==> src/rtl/eth_txarb.sv <==
// Frame-aware round-robin arbiter merging two FWFT Ethernet TX FIFOs into one
// FWFT read port; grants are held from the first word until the tlast beat.
module eth_txarb #(
  parameter int MAX_WORDS = 1024,
  parameter int CNT_W     = 32
) (
  input  logic             clk156,
  input  logic             rst_n,
  input  logic             arb_en,
  output logic             fifo0_rd_en,
  input  logic [73:0]      fifo0_dout,
  input  logic             fifo0_empty,
  output logic             fifo1_rd_en,
  input  logic [73:0]      fifo1_dout,
  input  logic             fifo1_empty,
  input  logic             rd_en,
  output logic [73:0]      dout,
  output logic             empty,
  output logic             sel,
  output logic             busy,
  output logic [CNT_W-1:0] frame_cnt0,
  output logic [CNT_W-1:0] frame_cnt1,
  output logic [CNT_W-1:0] drop_cnt0,
  output logic [CNT_W-1:0] drop_cnt1,
  output logic             err_oversize
);

  localparam int WC_W = $clog2(MAX_WORDS + 1);
  localparam logic [WC_W-1:0] MAX_WC = WC_W'(MAX_WORDS);

  typedef enum logic [1:0] {
    IDLE   = 2'd0,
    GRANT0 = 2'd1,
    GRANT1 = 2'd2
  } state_t;

  state_t          state_q, state_d;
  logic            prio_q, prio_d;
  logic            sel_q, sel_d;
  logic [WC_W-1:0] word_cnt_q, word_cnt_d;
  logic            err_q, err_d;

  logic [1:0][73:0] src_dout;
  logic [1:0]       src_empty;
  logic [1:0]       src_cand;
  logic [1:0]       src_null;
  logic [1:0]       src_rd;
  logic [1:0]       frame_inc;
  logic [1:0]       drop_inc;
  logic             cur;

  assign src_dout  = {fifo1_dout, fifo0_dout};
  assign src_empty = {fifo1_empty, fifo0_empty};

  // Per-source qualification and statistics; a null word never qualifies.
  genvar gi;
  generate
    for (gi = 0; gi < 2; gi++) begin : g_src
      logic [CNT_W-1:0] frame_cnt_q;
      logic [CNT_W-1:0] drop_cnt_q;

      assign src_null[gi] = !src_empty[gi] && (src_dout[gi][73:66] == 8'h00);
      assign src_cand[gi] = !src_empty[gi] && (src_dout[gi][73:66] != 8'h00) && arb_en;

      always_ff @(posedge clk156 or negedge rst_n) begin
        if (!rst_n) begin
          frame_cnt_q <= '0;
          drop_cnt_q  <= '0;
        end else begin
          if (frame_inc[gi]) frame_cnt_q <= frame_cnt_q + CNT_W'(1);
          if (drop_inc[gi])  drop_cnt_q  <= drop_cnt_q + CNT_W'(1);
        end
      end
    end
  endgenerate

  always_ff @(posedge clk156 or negedge rst_n) begin
    if (!rst_n) begin
      state_q    <= IDLE;
      prio_q     <= 1'b0;
      sel_q      <= 1'b0;
      word_cnt_q <= '0;
      err_q      <= 1'b0;
    end else begin
      state_q    <= state_d;
      prio_q     <= prio_d;
      sel_q      <= sel_d;
      word_cnt_q <= word_cnt_d;
      err_q      <= err_d;
    end
  end

  always_comb begin
    state_d    = state_q;
    prio_d     = prio_q;
    sel_d      = sel_q;
    word_cnt_d = word_cnt_q;
    err_d      = err_q;
    src_rd     = '0;
    frame_inc  = '0;
    drop_inc   = '0;
    dout       = '0;
    empty      = 1'b1;
    cur        = (state_q == GRANT1);

    case (state_q)
      IDLE: begin
        // Null words are flushed regardless of arb_en so they cannot block a source.
        src_rd   = src_null;
        drop_inc = src_null;
        if (src_cand[0] && (!src_cand[1] || !prio_q)) begin
          state_d = GRANT0;
          sel_d   = 1'b0;
        end else if (src_cand[1]) begin
          state_d = GRANT1;
          sel_d   = 1'b1;
        end
      end

      GRANT0, GRANT1: begin
        dout        = src_dout[cur];
        empty       = src_empty[cur];
        src_rd[cur] = rd_en && !src_empty[cur];
        if (src_rd[cur]) begin
          if (src_dout[cur][1]) begin
            state_d        = IDLE;
            frame_inc[cur] = 1'b1;
            prio_d         = ~cur;
            word_cnt_d     = '0;
          end else begin
            if (word_cnt_q != MAX_WC) word_cnt_d = word_cnt_q + WC_W'(1);
            // Oversize is flagged but the frame is still forwarded intact.
            if (word_cnt_d == MAX_WC) err_d = 1'b1;
          end
        end
      end

      default: state_d = IDLE;
    endcase
  end

  assign fifo0_rd_en  = src_rd[0];
  assign fifo1_rd_en  = src_rd[1];
  assign sel          = sel_q;
  assign busy         = (state_q == GRANT0) || (state_q == GRANT1);
  assign err_oversize = err_q;
  assign frame_cnt0   = g_src[0].frame_cnt_q;
  assign frame_cnt1   = g_src[1].frame_cnt_q;
  assign drop_cnt0    = g_src[0].drop_cnt_q;
  assign drop_cnt1    = g_src[1].drop_cnt_q;

endmodule

==> config.mk <==
export PLATFORM = sky130hd
export DESIGN_NAME = eth_txarb
export DESIGN_NICKNAME = d
export VERILOG_FILES = /design/src/rtl/eth_txarb.sv
export SDC_FILE = /design/constraint.sdc
export NUM_CORES = 1
export LEC_CHECK = 0
export BUFFER_PORTS_ARGS = -buffer_cell sky130_fd_sc_hd__buf_4
export CAP_MARGIN = 20
export CORE_UTILIZATION = 44
export CTS_CLUSTER_SIZE = 8
export DETAILED_ROUTE_END_ITERATION = 7
export HOLD_SLACK_MARGIN = 0.03
export PLACE_DENSITY_LB_ADDON = 0.12
export SYNTH_ARGS = -nofsm -noshare
export SYNTH_HDL_FRONTEND = slang
export SYNTH_SLANG_ARGS = --single-unit
==> constraint.sdc <==
create_clock -name clk156 -period 2 [get_ports clk156]
set_clock_uncertainty 0.05 [all_clocks]
set_input_delay 0.4 -clock clk156 [delete_from_list [all_inputs] [get_ports clk156]]
set_output_delay 0.4 -clock clk156 [all_outputs]
set_load 0.01 [all_outputs]
==> results_dict.tcl <==
set metrics [dict create \
    whs_path_depth 4 \
    ys_types 57 \
    vias 8183 \
    grt_pass1_vias 7766 \
    synth_nets 970 \
    clock_latency_ns 0.43 \
    regArea_um2 3600 \
    ys_warn_count 0 \
    synth.avg_cell_area_um2 10.2 \
    synth_top_area_frac 0.436 \
    netlist_area_um2 8270 \
    overflow 0 \
    placementRows 49 \
    die_area_um2 19300 \
    post-route-period-util 1.29 \
    portBuffers 361 \
    drive_gt1_frac 0.533 \
    power.leakage_nw 7.02 \
    firstDrtPassIters 8 \
    fp.coreArea_um2 18200 \
    cts_buffers 17 \
    maxCapViolCount 0 \
    synth_most_common_cell "dfrtp_1" \
    cp.required_ns 1.55 \
    endpoint_kind "primary output" \
    crit_type "flop to primary output" \
    peakVddDrop_uv 1500 \
    grt_max_degree 50 \
    start_util 0.454 \
    clockRootBuffer "clkbuf_16" \
    worst-r2r-setup-slack_ns -0.45 \
    rsz0062_at_grt "yes" \
    holdWs_ns 0.319 \
    die_y_um 139 \
    cts_buffer_depth 2 \
    cts_max_level 4 \
    relSlewSlack 0.675 \
    worstSetupEndpoint "fifo0_rd_en" \
    gp_congestion 0.916 \
    syn_inst 807 \
    drt-total-wl_um 29600 \
    yosys_register_bits 144 \
    fp.dieW_um 139 \
    synth_area_leader_cell "dfrtp_1" \
    drc 12 \
    drt_iter0_markers 504 \
    clock.fmax_mhz 388 \
    worstSetupStartpointType "flop" \
    cts_tree "built" \
    ys_seq_area_frac 0.436 \
    synth_edf_count 0 \
    fillCellCount 1181 \
    final_core_util 0.790 \
    antenna_left 0 \
    worstMarginPinSlew_ns 0.486 \
    r2r_end "frame_cnt1[28]" \
    via_per_inst 5.32 \
    synth-main-ff-cell "dfrtp_1" \
    hp-class "primary input to flop" \
    power_density_nw_per_um2 994 \
    wl_per_cell_um 19.3 \
    cts_sinks 144 \
    drv_slew 0 \
    violations "DRC, setup timing" \
    post-route-min-period_ns 2.58 \
    async_reset_ff_frac 1.00 \
    setup_viol 143 \
    antenna_found_initial 0 \
    area_growth_pct 74.0 \
    setup_slack_ns -0.578 \
    multiInputGateArea_um2 5490 \
    grtUsageTotal 0.279 \
    cp_max_fo 4 \
    r2r_start "state_q[0]" \
    arrival_ns 2.13 \
    outcome "finished with violations" \
    diodes 0 \
    cts.clk_slew.worst_paths_ns 0.07 \
    startpoint "state_q[0]" \
    hold_viol 0 \
    grt_pass1_wl_um 42000 \
    ys_top_cells_by_count "dfrtp_1 (144), xnor2_1 (95), nor2b_1 (77), mux2i_1 (75), nand2_1 (71)" \
    synth_area_leaders "dfrtp_1 (44%), xnor2_1 (10%), mux2i_1 (9.1%)" \
    rr_worst_depth 13 \
    num_io_pins 362 \
    dpl.hpwl_um 19800 \
    num-nets-final 1460 \
]
## metrics by stage
step	total power, mW	instance area [µm²]	setup slack, ns	instances	setup TNS, ns
detailed placement	8.17	11800	-0.220	1440	-4.63
global placement	8.13	11800	-0.202	1440	-2.23
global route	14.8	14400	-0.632	1539	-62.71
CTS	12.6	13200	-0.440	1507	-32.78
floorplan	5.89	8350	-0.0319	807	-0.128
finish	14.3	14400	-0.578	1539	-51.71
## sequential cells by signal, indices dropped and copies added, names as in the netlist
name,count
word_cnt_q,11
frame_cnt1,32
drop_cnt1,32
prio_q,1
sel,1
frame_cnt0,32
err_oversize,1
state_q,2
drop_cnt0,32
## what timing repair did
action                                  CTS  global route
hold buffers                              1             0
pin swaps                                43            67
gates cloned                              6             7
hold endpoints to repair                 44             0
gates resized for setup                  96           204
endpoints found under the setup margin  121           155
buffers inserted                         29            33
## where the power goes
group	internal (mW)	leakage, nW	switching (mW)
clock network	1.66	0.270	1.37
logic	4.76	4.81	3.35
registers	3.03	1.94	0.133
total	9.45	7.02	4.85
## worst min path at each step
stage / startpoint / to / slack, ns
after global routing: fifo0_empty / frame_cnt0[1] / 0.33
final: fifo0_empty / frame_cnt0[1] / 0.32
after CTS: fifo0_empty / frame_cnt0[1] / 0.29
after detailed placement: rst_n / drop_cnt1[12] / 0.33
after floorplan: rst_n / drop_cnt0[0] / 0.05
after global placement: rst_n / drop_cnt1[9] / 0.32
## cells in the final DEF (no fill, tap or decap), drive strengths merged, types with 2 or more instances in the layout
cell / synthesis / layout
and3b: 2 / 2
nand4: 37 / 37
mux2: 2 / 2
xnor2: 95 / 95
a21oi: 7 / 7
nor2b: 77 / 77
clkbuf: 13 / 23
ha: 9 / 9
o31ai: 4 / 4
nor2: 38 / 38
o21ai: 14 / 14
a211oi: 2 / 2
nand3: 49 / 49
clkinvlp: 0 / 3
buf: 14 / 491
nor4: 12 / 12
and4: 17 / 17
and2: 6 / 6
dfrtp: 144 / 144
and3: 16 / 16
inv: 20 / 27
or2: 3 / 3
mux2i: 75 / 75
nand2b: 2 / 2
xor2: 31 / 31
clkinv: 0 / 4
or3: 2 / 2
nor4b: 2 / 2
nand2: 71 / 71
nor3: 26 / 26
## per-layer routing
layer  track usage  routed length, µm  vias up
met5             0                  0        -
met4        0.0942                918        0
met3        0.0573               1850       57
met2         0.473              15200      322
met1         0.355              11700     4012
li1              -                  -     3792
## worst max-delay path, stage by stage, from the launching register on
cell and delay, ns:
dfrtp_1 0.41, inv_2 0.11, ha_4 0.21, mux2i_4 0.30, nand3_2 0.13, nor2_2 0.13, nor2_1 0.06, nor2_1 0.19
buf_4 0.17
## area by class of cell
cell class,instances,share of cell area
tap,229,0.0199
clock buffer,18,0.0305
sequential,144,0.250
inverter,20,0.00539
multi-input combinational,616,0.382
clock inverter,14,0.00852
timing repair buffer,498,0.304
## logic make-up after synthesis
| family | synth area share |
|---|---|
| and+or+nand+nor | 0.271 |
| xor gates and xnor gates | 0.133 |
| adders and majority gates | 0.0136 |
| buffers and inverters | 0.0238 |
| muxes | 0.0935 |
| DFF | 0.436 |
| AOI/OAI and AO/OA | 0.0292 |
No activity file was read; power rests on OpenSTA's default activity.
